## src/rtl/descrambler_pkg.sv

```systemverilog
// Shared constants and tap evaluation for the multiplicative descrambler.
package descrambler_pkg;

  localparam int unsigned MAX_W = 64;

  localparam logic [29:0] DEFAULT_POLY = 30'h3000_6000;
  localparam logic [29:0] DEFAULT_SEED = 30'h2AAA_AAAA;

  // out[i] = c[W+i] ^ XOR_k c[W+i-k], with c = {frame, hist}; bits at and above data_w are don't-care.
  function automatic logic [MAX_W-1:0] descramble_taps(
    input logic [MAX_W-1:0] hist,
    input logic [MAX_W-1:0] frame,
    input logic [MAX_W-1:0] poly,
    input int unsigned      data_w
  );
    logic [2*MAX_W-1:0] c;
    logic [MAX_W-1:0]   acc;
    logic [MAX_W-1:0]   p;
    c   = {MAX_W'(0), hist} | ((2*MAX_W)'(frame) << data_w);
    acc = frame;
    for (int unsigned k = 1; k <= MAX_W; k++) begin
      p = poly >> (k - 1);
      if (k <= data_w && p[0]) begin
        acc = acc ^ MAX_W'(c >> (data_w - k));
      end
    end
    return acc;
  endfunction

endpackage

```

## src/rtl/descrambler_stream_multilane_lane.sv

```systemverilog
// One lane: line history, lock flag and combinational descramble of the presented frame.
module descrambler_stream_multilane_lane
  import descrambler_pkg::*;
#(
  parameter int unsigned      DATA_W = 30,
  parameter logic [DATA_W-1:0] POLY  = DATA_W'(DEFAULT_POLY),
  parameter logic [DATA_W-1:0] SEED  = DATA_W'(DEFAULT_SEED)
) (
  input  logic              clock_i,
  input  logic              reset_i,
  input  logic              accept_i,
  input  logic              enable_i,
  input  logic              resync_i,
  input  logic [DATA_W-1:0] frame_i,
  output logic [DATA_W-1:0] data_c,
  output logic              locked_c
);

  logic [DATA_W-1:0] hist_q, hist_d;
  logic              lock_q, lock_d;
  logic [MAX_W-1:0]  taps;

  always_comb begin
    taps     = descramble_taps(MAX_W'(hist_q), MAX_W'(frame_i), MAX_W'(POLY), DATA_W);
    data_c   = enable_i ? DATA_W'(taps) : frame_i;
    locked_c = lock_q;
  end

  // Resync overrides any same-cycle history update.
  always_comb begin
    hist_d = hist_q;
    lock_d = lock_q;
    if (resync_i) begin
      hist_d = SEED;
      lock_d = 1'b0;
    end else if (accept_i && enable_i) begin
      hist_d = frame_i;
      lock_d = 1'b1;
    end
  end

  always_ff @(posedge clock_i) begin
    if (reset_i) begin
      hist_q <= SEED;
      lock_q <= 1'b0;
    end else begin
      hist_q <= hist_d;
      lock_q <= lock_d;
    end
  end

endmodule

```

## src/rtl/descrambler_stream_multilane.sv

```systemverilog
// Multi-lane self-synchronising descrambler: shared handshake, output register and frame counter.
module descrambler_stream_multilane
  import descrambler_pkg::*;
#(
  parameter int unsigned       DATA_W = 30,
  parameter int unsigned       LANES  = 1,
  parameter logic [DATA_W-1:0] POLY   = DATA_W'(DEFAULT_POLY),
  parameter logic [DATA_W-1:0] SEED   = DATA_W'(DEFAULT_SEED),
  parameter int unsigned       CNT_W  = 16
) (
  input  logic                    clock_i,
  input  logic                    reset_i,
  input  logic                    in_valid_i,
  output logic                    in_ready_o,
  input  logic [LANES*DATA_W-1:0] in_data_i,
  input  logic [LANES-1:0]        in_enable_i,
  input  logic                    resync_i,
  output logic                    out_valid_o,
  input  logic                    out_ready_i,
  output logic [LANES*DATA_W-1:0] out_data_o,
  output logic [LANES-1:0]        out_locked_o,
  output logic [CNT_W-1:0]        frame_count_o
);

  logic                    out_valid_q, out_valid_d;
  logic [LANES*DATA_W-1:0] out_data_q, out_data_d;
  logic [LANES-1:0]        out_locked_q, out_locked_d;
  logic [CNT_W-1:0]        frame_count_q, frame_count_d;
  logic                    accept;

  assign in_ready_o = !out_valid_q || out_ready_i;
  assign accept     = in_valid_i && in_ready_o;

  for (genvar l = 0; l < LANES; l++) begin : g_lane
    descrambler_stream_multilane_lane #(
      .DATA_W(DATA_W),
      .POLY  (POLY),
      .SEED  (SEED)
    ) u_lane (
      .clock_i (clock_i),
      .reset_i (reset_i),
      .accept_i(accept),
      .enable_i(in_enable_i[l]),
      .resync_i(resync_i),
      .frame_i (in_data_i[l*DATA_W +: DATA_W]),
      .data_c  (out_data_d[l*DATA_W +: DATA_W]),
      .locked_c(out_locked_d[l])
    );
  end

  always_comb begin
    out_valid_d   = out_valid_q;
    frame_count_d = frame_count_q;
    if (accept) begin
      out_valid_d = 1'b1;
      if (frame_count_q != '1) begin
        frame_count_d = frame_count_q + CNT_W'(1);
      end
    end else if (out_ready_i) begin
      out_valid_d = 1'b0;
    end
  end

  always_ff @(posedge clock_i) begin
    if (reset_i) begin
      out_valid_q   <= 1'b0;
      out_data_q    <= '0;
      out_locked_q  <= '0;
      frame_count_q <= '0;
    end else begin
      out_valid_q   <= out_valid_d;
      frame_count_q <= frame_count_d;
      if (accept) begin
        out_data_q   <= out_data_d;
        out_locked_q <= out_locked_d;
      end
    end
  end

  assign out_valid_o   = out_valid_q;
  assign out_data_o    = out_data_q;
  assign out_locked_o  = out_locked_q;
  assign frame_count_o = frame_count_q;

endmodule

```

## config.mk

```make
export PLATFORM = sky130hd
export DESIGN_NAME = descrambler_stream_multilane
export DESIGN_NICKNAME = d
export VERILOG_FILES = /design/src/rtl/descrambler_pkg.sv /design/src/rtl/descrambler_stream_multilane_lane.sv /design/src/rtl/descrambler_stream_multilane.sv
export SDC_FILE = /design/constraint.sdc
export NUM_CORES = 1
export LEC_CHECK = 0
export CAP_MARGIN = 0
export CELL_PAD_IN_SITES_DETAIL_PLACEMENT = 0
export CELL_PAD_IN_SITES_GLOBAL_PLACEMENT = 2
export CORE_MARGIN = 2
export CORE_UTILIZATION = 33
export CTS_BUF_LIST = sky130_fd_sc_hd__clkbuf_8
export DETAILED_ROUTE_END_ITERATION = 10
export HOLD_SLACK_MARGIN = 0.1
export PLACE_DENSITY = 0.94
export SLEW_MARGIN = 15
export SYNTH_ARGS = -nofsm -noshare
export SYNTH_HDL_FRONTEND = slang
export SYNTH_SLANG_ARGS = --single-unit
```

## constraint.sdc

```tcl
create_clock -name clock_i -period 2.98 [get_ports clock_i]
set_input_delay 0.596 -clock clock_i [delete_from_list [all_inputs] [get_ports clock_i]]
set_output_delay 0.596 -clock clock_i [all_outputs]
set_load 0.01 [all_outputs]
```

==> run_results.csv, run 1 <==
group,metric,value,unit
flow_run,maxCapViolations,0,
synthesis,synth_top_area_cell,"dfxtp_1",
route,antenna_left,0,
placement,dpl.hpwl,7034,um
setup_path,crit_path_start,"out_ready_i",
setup_path,cp.depth,4,
timing,timing.final.crit_period,2.623,ns
route,wl,10310,um
placement,numPortBuffers,84,
setup_path,cp_max_fo,4,
synthesis,syn-num-nets,526,
timing,slew_headroom,48.70,%
clock_network,worst_skew_pair.late_latency,0.36,ns
timing,finalCritPeriodShare,88.02,%
synthesis,yosys_warnings,0,
setup_path,start_kind,"input pin",
synthesis,synthFlopType,"dfxtp_1",
power,p_leak,1.738,nW
synthesis,synth_edf_count,0,
power,p_per_area,485.1,nW/um^2
layout,area_growth,29.94,%
min_path,min_path_type,"flop to flop",
grt,grt_overflow_total,0,
synthesis,synth_cell_types,36,
setup_path,r2r_slack,1.07,ns
floorplan,rows,40,
route,drtIter0Drc,266,
clock_network,post_cts_resized,0,
synthesis,avgSynthCellArea,8.221,um^2
grt,grt_usage,16.41,%
route,first_pass_iters,4,
layout,drive_above_1_share,6.572,%
clock_network,clk_pin_slew_worst_paths,0.08,ns
route,drc,0,
synthesis,yosys.area.top_type_share,39.34,%
setup_path,reg2reg_from,"frame_count_o[0]$_SDFFE_PP0P_",
clock_network,h-tree-depth,3,
layout,final_core_util,43.67,%
setup_path,cp.arrival,2.03,ns
layout,antennaDiodeCount,0,
setup_path,end_kind,"output port",
grt,grt_pass1_vias,3533,
synthesis,seq_area_frac_synth,39.34,%
setup_path,crit_slowest_cell,"clkdlybuf4s50_1",
setup_path,cp_common_cell,"clkdlybuf4s50_1",
synthesis,synthArstFlopShare,0,%
clock_network,cts_hold_buf,0,
timing,finalSetupViolations,0,
setup_path,path_buf_inv,3,
grt,grt_first_pass_wirelength,17250,um
clock_network,clockRootBuffer,"clkbuf_8",
timing,worst_pin_slew,0.7686,ns
clock_network,cts_sinks,79,
floorplan,start_util,33.61,%
timing,slew_violations,0,
route,via_per_inst,5.220,
synthesis,ys_seq_elements,79,
timing,hold_viol,0,
setup_path,path_delay_family,"buffers and inverters",
setup_path,crit_path_cell_trace,"clkdlybuf4s50_1 -> nor2b_1 -> clkinv_1 -> clkdlybuf4s50_1",
setup_path,setup.worst_path.end,"in_ready_o",
route,num_vias,3706,
synthesis,netlist_instances,489,
status,status,"complete, no violations",
floorplan,die_w,114.4,um
grt,grt_max_degree,61,
floorplan,ioPinCount,85,
clock_network,cts_made_buffers,9,
power,ir_drop,0.0002172,V
grt,grt_antenna_before_repair,0,
timing,fmax,381.2,MHz
floorplan,die_h,114.4,um
clock_network,cts_tree,"yes",
setup_path,regToRegEndpoint,"frame_count_o[8]$_SDFFE_PP0P_",
setup_path,worstRegToRegCells,5,
timing,clock_skew,0.009544,ns
timing,setup_tns,0,ns
setup_path,crit_type,"input pin to output port",
placement,gp_congestion,0.8175,
setup_path,critPathMaxStageDelay,0.50,ns
clock_network,clk_path_buf_depth,2,
synthesis,synth_area_leaders,"dfxtp_1, xnor2_1, a311oi_1",
timing,rsz0062_at_grt,"no",
floorplan,die-area,13080,um^2
layout,finalNetCount,596,
floorplan,core_area,11960,um^2
synthesis,syn_area,4020,um^2
route,wire_per_inst,14.51,um
setup_path,critPathRequiredTime,2.38,ns
clock_network,cts_setup_buffers,0,
-- how the worst min path moves through the flow --
stage / from / endpoint / slack (ns) / cells after the start
final: g_lane[0].u_lane.locked_c$_SDFFE_PP0P_ / out_locked_o$_SDFFE_PP0P_ / 0.47 / 2
after global routing: g_lane[0].u_lane.hist_q[6]$_SDFFE_PP0P_ / g_lane[0].u_lane.hist_q[6]$_SDFFE_PP0P_ / 0.49 / 2
after CTS: g_lane[0].u_lane.locked_c$_SDFFE_PP0P_ / out_locked_o$_SDFFE_PP0P_ / 0.47 / 2
after detailed placement: g_lane[0].u_lane.locked_c$_SDFFE_PP0P_ / out_locked_o$_SDFFE_PP0P_ / 0.45 / 2
after global placement: g_lane[0].u_lane.locked_c$_SDFFE_PP0P_ / out_locked_o$_SDFFE_PP0P_ / 0.44 / 2
after floorplan: g_lane[0].u_lane.locked_c$_SDFFE_PP0P_ / out_locked_o$_SDFFE_PP0P_ / 0.43 / 2
-- cell type report --
cell class	instances	area, um^2
Fill cell	1206	6738
Inverter	5	18.77
Clock inverter	6	110.1
Sequential cell	79	1582
Clock buffer	9	123.9
Multi-Input combinational cell	374	2312
Tap cell	147	183.9
Timing Repair Buffer	90	893.4
-- through the flow --
step / hold slack [ns] / cell area [um^2] / power (mW) / setup slack (ns) / std cells
detailed placement: 0.4483 / 4990 / 1.605 / 0.3497 / 695
finish: 0.4656 / 5224 / 2.534 / 0.3569 / 710
global placement: 0.4398 / 4987 / 1.599 / 0.3804 / 695
CTS: 0.4683 / 5224 / 2.566 / 0.3437 / 710
global route: 0.4911 / 5224 / 2.664 / 0.2450 / 710
floorplan: 0.4323 / 4020 / 1.408 / 1.196 / 489
-- flip-flops by register name, indices dropped and copies added, names as in the netlist --
signal,count
frame_count_o,16
g_lane.u_lane.hist_q,30
g_lane.u_lane.locked_c,1
out_data_o,30
out_locked_o,1
out_valid_o,1
-- tightest hold or removal path, delay by kind of cell (launching register included) --
family / cells / cell delay [ns]
AO/OA/AOI/OAI: 1 / 0.05
flip-flops: 1 / 0.32
AND/OR/NAND/NOR: 1 / 0.05
-- report_power, final --
part,internal [mW],switching [mW]
Sequential,1.11,0.0353
Clock,0.550,0.404
Combinational,0.219,0.220
-- kinds of logic (layout without fill, tap and decap cells) --
family / Yosys count / count (layout) / share of synthesized area, %
xor+xnor: 64 / 64 / 13.94
buf+inv: 36 / 110 / 3.517
mux: 8 / 8 / 2.210
simple gates: 203 / 203 / 24.65
flops: 79 / 79 / 39.34
fa+ha+maj: 1 / 1 / 0.3112
compound gates: 98 / 98 / 16.03
-- placed cells by master, fill, tap and decap left out, types with 2 or more instances in the layout --
cell              n
buf_4             5
or2_0             2
nor3_1            6
a31oi_1           2
a41oi_1           2
xnor2_1          58
or3_1            30
nor2b_1           8
o41ai_1           2
clkinvlp_4        2
a21oi_1          23
a211oi_1          6
nor4_1            2
nand4_1           3
dfxtp_1          79
o31ai_1           2
inv_1             4
bufinv_16         3
mux2_2            7
nor2_1           45
a311oi_1         31
clkbuf_8          9
clkdlybuf4s50_1  83
or4_1             3
xor2_1            6
and4_1            2
nand2_1          70
nand3_1          23
o21ai_0          30
-- per-layer routing --
| metal | global-route usage [%] | part of all wire, % | vias up |
|---|---|---|---|
| met5 | 0 | 0 | - |
| met1 | 22.05 | 49 | 1720 |
| met2 | 26.27 | 45 | 103 |
| met3 | 3.070 | 4.9 | 16 |
| met4 | 6.098 | 1.9 | 0 |
| li1 | - | - | 1867 |
-- synthesized netlist by cell type, types with 2 or more instances --
cell type and instances:
a31oi_1 2, or3_1 30, xnor2_1 58, nor3_1 7, nor2_1 47, buf_2 5, dfxtp_1 79, a21oi_1 23
nand2_1 70, or2_0 2, nor2b_1 8, and4_1 2, inv_1 4, a311oi_1 31, nor4_1 2, o31ai_1 2
xor2_1 6, nand3_1 23, o41ai_1 2, o21ai_0 30, or4_1 3, nand4_1 3, a41oi_1 2, clkbuf_1 25
mux2_2 7, a211oi_1 6
Note: power is estimated with default switching activity, not from simulation.
==> run 2: changes to the inputs <==
--- a/config.mk
+++ b/config.mk
@@ -9,11 +9,11 @@
 export CELL_PAD_IN_SITES_DETAIL_PLACEMENT = 0
 export CELL_PAD_IN_SITES_GLOBAL_PLACEMENT = 2
 export CORE_MARGIN = 2
-export CORE_UTILIZATION = 33
+export CORE_UTILIZATION = 31
 export CTS_BUF_LIST = sky130_fd_sc_hd__clkbuf_8
 export DETAILED_ROUTE_END_ITERATION = 10
 export HOLD_SLACK_MARGIN = 0.1
-export PLACE_DENSITY = 0.94
+export PLACE_DENSITY = 0.9
 export SLEW_MARGIN = 15
 export SYNTH_ARGS = -nofsm -noshare
 export SYNTH_HDL_FRONTEND = slang
==> constraint.sdc (replaced) <==
create_clock -name clock_i -period 2.85 [get_ports clock_i]
set_input_delay 0.57 -clock clock_i [delete_from_list [all_inputs] [get_ports clock_i]]
set_output_delay 0.57 -clock clock_i [all_outputs]
set_load 0.01 [all_outputs]
==> run_results.csv, run 2 (synthesized netlist as in run 1, its figures left out) <==
group,metric,value,unit
clock_network,clk_path_buf_depth,2,
layout,drive_above_1_share,6.007,%
route,drtIter0Drc,243,
floorplan,ioPinCount,85,
route,antenna_left,0,
clock_network,cts_hold_buf,0,
placement,gp_congestion,0.7959,
grt,grt_overflow_total,0,
power,finalPower,2.403,mW
floorplan,start_util,31.86,%
clock_network,h-tree-depth,3,
grt,grt_max_degree,62,
route,wl,10490,um
timing,finalSetupViolations,0,
power,p_leak,1.747,nW
timing,finalCritPeriodShare,89.67,%
clock_network,clk_pin_slew_worst_paths,0.08,ns
layout,finalNetCount,598,
grt,grt_antenna_before_repair,0,
clock_network,cts_sinks,79,
floorplan,core_area,12620,um^2
clock_network,cts_tree,"yes",
layout,final_cell_area,5216,um^2
route,wire_per_inst,14.22,um
timing,hold_viol,0,
power,ir_drop,0.0003326,V
timing,fmax,391.3,MHz
timing,setup_tns,0,ns
flow_run,maxCapViolations,0,
setup_path,cp_max_fo,4,
min_path,min_path_type,"flop to flop",
grt,grt_first_pass_wirelength,17770,um
route,via_per_inst,4.989,
clock_network,post_cts_resized,0,
status,status,"complete, no violations",
floorplan,rows,41,
route,drc,0,
clock_network,worst_skew_pair.late_latency,0.35,ns
clock_network,clockRootBuffer,"clkbuf_8",
setup_path,crit_type,"input pin to output port",
floorplan,die_w,117.9,um
placement,dpl_cell_area,5046,um^2
clock_network,cts_setup_buffers,0,
grt,grt_pass1_vias,3592,
timing,postLayoutSetupSlackWorst,0.2944,ns
setup_path,critPathRequiredTime,2.28,ns
setup_path,cp.arrival,1.99,ns
timing,worst_pin_slew,0.5782,ns
layout,layout_commonest_cell,"clkdlybuf4s50_1",
layout,area_growth,29.75,%
placement,dp_cells,722,
floorplan,die_h,117.9,um
setup_path,end_kind,"output port",
setup_path,start_kind,"input pin",
placement,numPortBuffers,84,
route,num_vias,3682,
layout,fillers,1324,
placement,dpl.hpwl,7221,um
timing,slew_headroom,61.16,%
layout,final_cell_mix,"clkdlybuf4s50_1, dfxtp_1, nand2_1",
route,first_pass_iters,4,
floorplan,die-area,13890,um^2
layout,final_core_util,41.33,%
setup_path,r2r_slack,0.87,ns
clock_network,cts_made_buffers,9,
placement,dp_slack,0.2855,ns
timing,clock_skew,0.007138,ns
layout,stdcell_count,738,
timing,slew_violations,0,
layout,antennaDiodeCount,0,
timing,fin_worst_hold_slack,0.4558,ns
grt,grt_usage,15.58,%
timing,timing.final.crit_period,2.556,ns
timing,rsz0062_at_grt,"no",
power,p_per_area,460.6,nW/um^2
## run 2: cell types whose count changed in the layout (fill, tap and decap cells not counted), sizes merged
cell | previous run | this run
clkinv | 2 | 1
clkbuf | 9 | 11
bufinv | 3 | 0
buf | 7 | 9
inv | 4 | 9
clkinvlp | 2 | 0
## run 2: final timing paths
path | to | cells after the start | from
worst min-delay path | out_locked_o$_SDFFE_PP0P_ | 2 | g_lane[0].u_lane.locked_c$_SDFFE_PP0P_
worst max-delay path | in_ready_o | 4 | out_ready_i
worst max register to register | frame_count_o[0]$_SDFFE_PP0P_ | 5 | frame_count_o[0]$_SDFFE_PP0P_
worst min register to register | out_locked_o$_SDFFE_PP0P_ | 2 | g_lane[0].u_lane.locked_c$_SDFFE_PP0P_
## run 2: area by class of cell
| type | count | area [um^2] | area share (%) |
|---|---|---|---|
| Multi-Input combinational cell | 374 | 2310 | 44.28 |
| Tap cell | 172 | 215.2 | 4.126 |
| Clock inverter | 5 | 18.77 | 0.3598 |
| Inverter | 5 | 18.77 | 0.3598 |
| Timing Repair Buffer | 92 | 920.9 | 17.65 |
| Clock buffer | 11 | 151.4 | 2.902 |
| Sequential cell | 79 | 1582 | 30.32 |
## run 2: power breakdown
part	internal, mW	switching, mW	total (mW)
registers	1.16	0.0380	1.19
clock network	0.350	0.398	0.748
logic	0.232	0.229	0.461
## run 2: metal layers
metal | share of wire (%) | wire [um] | track usage, %
met1 | 46 | 4845 | 19.55
met2 | 47 | 4931 | 26.16
met3 | 5.8 | 613 | 4.845
met4 | 0.97 | 102 | 3.539
met5 | 0 | 0 | 0
## run 2: worst max-delay path: stages
cell	delay, ns
clkdlybuf4s50_1	0.40
nor2b_1	0.36
clkinv_1	0.15
clkdlybuf4s50_1	0.50
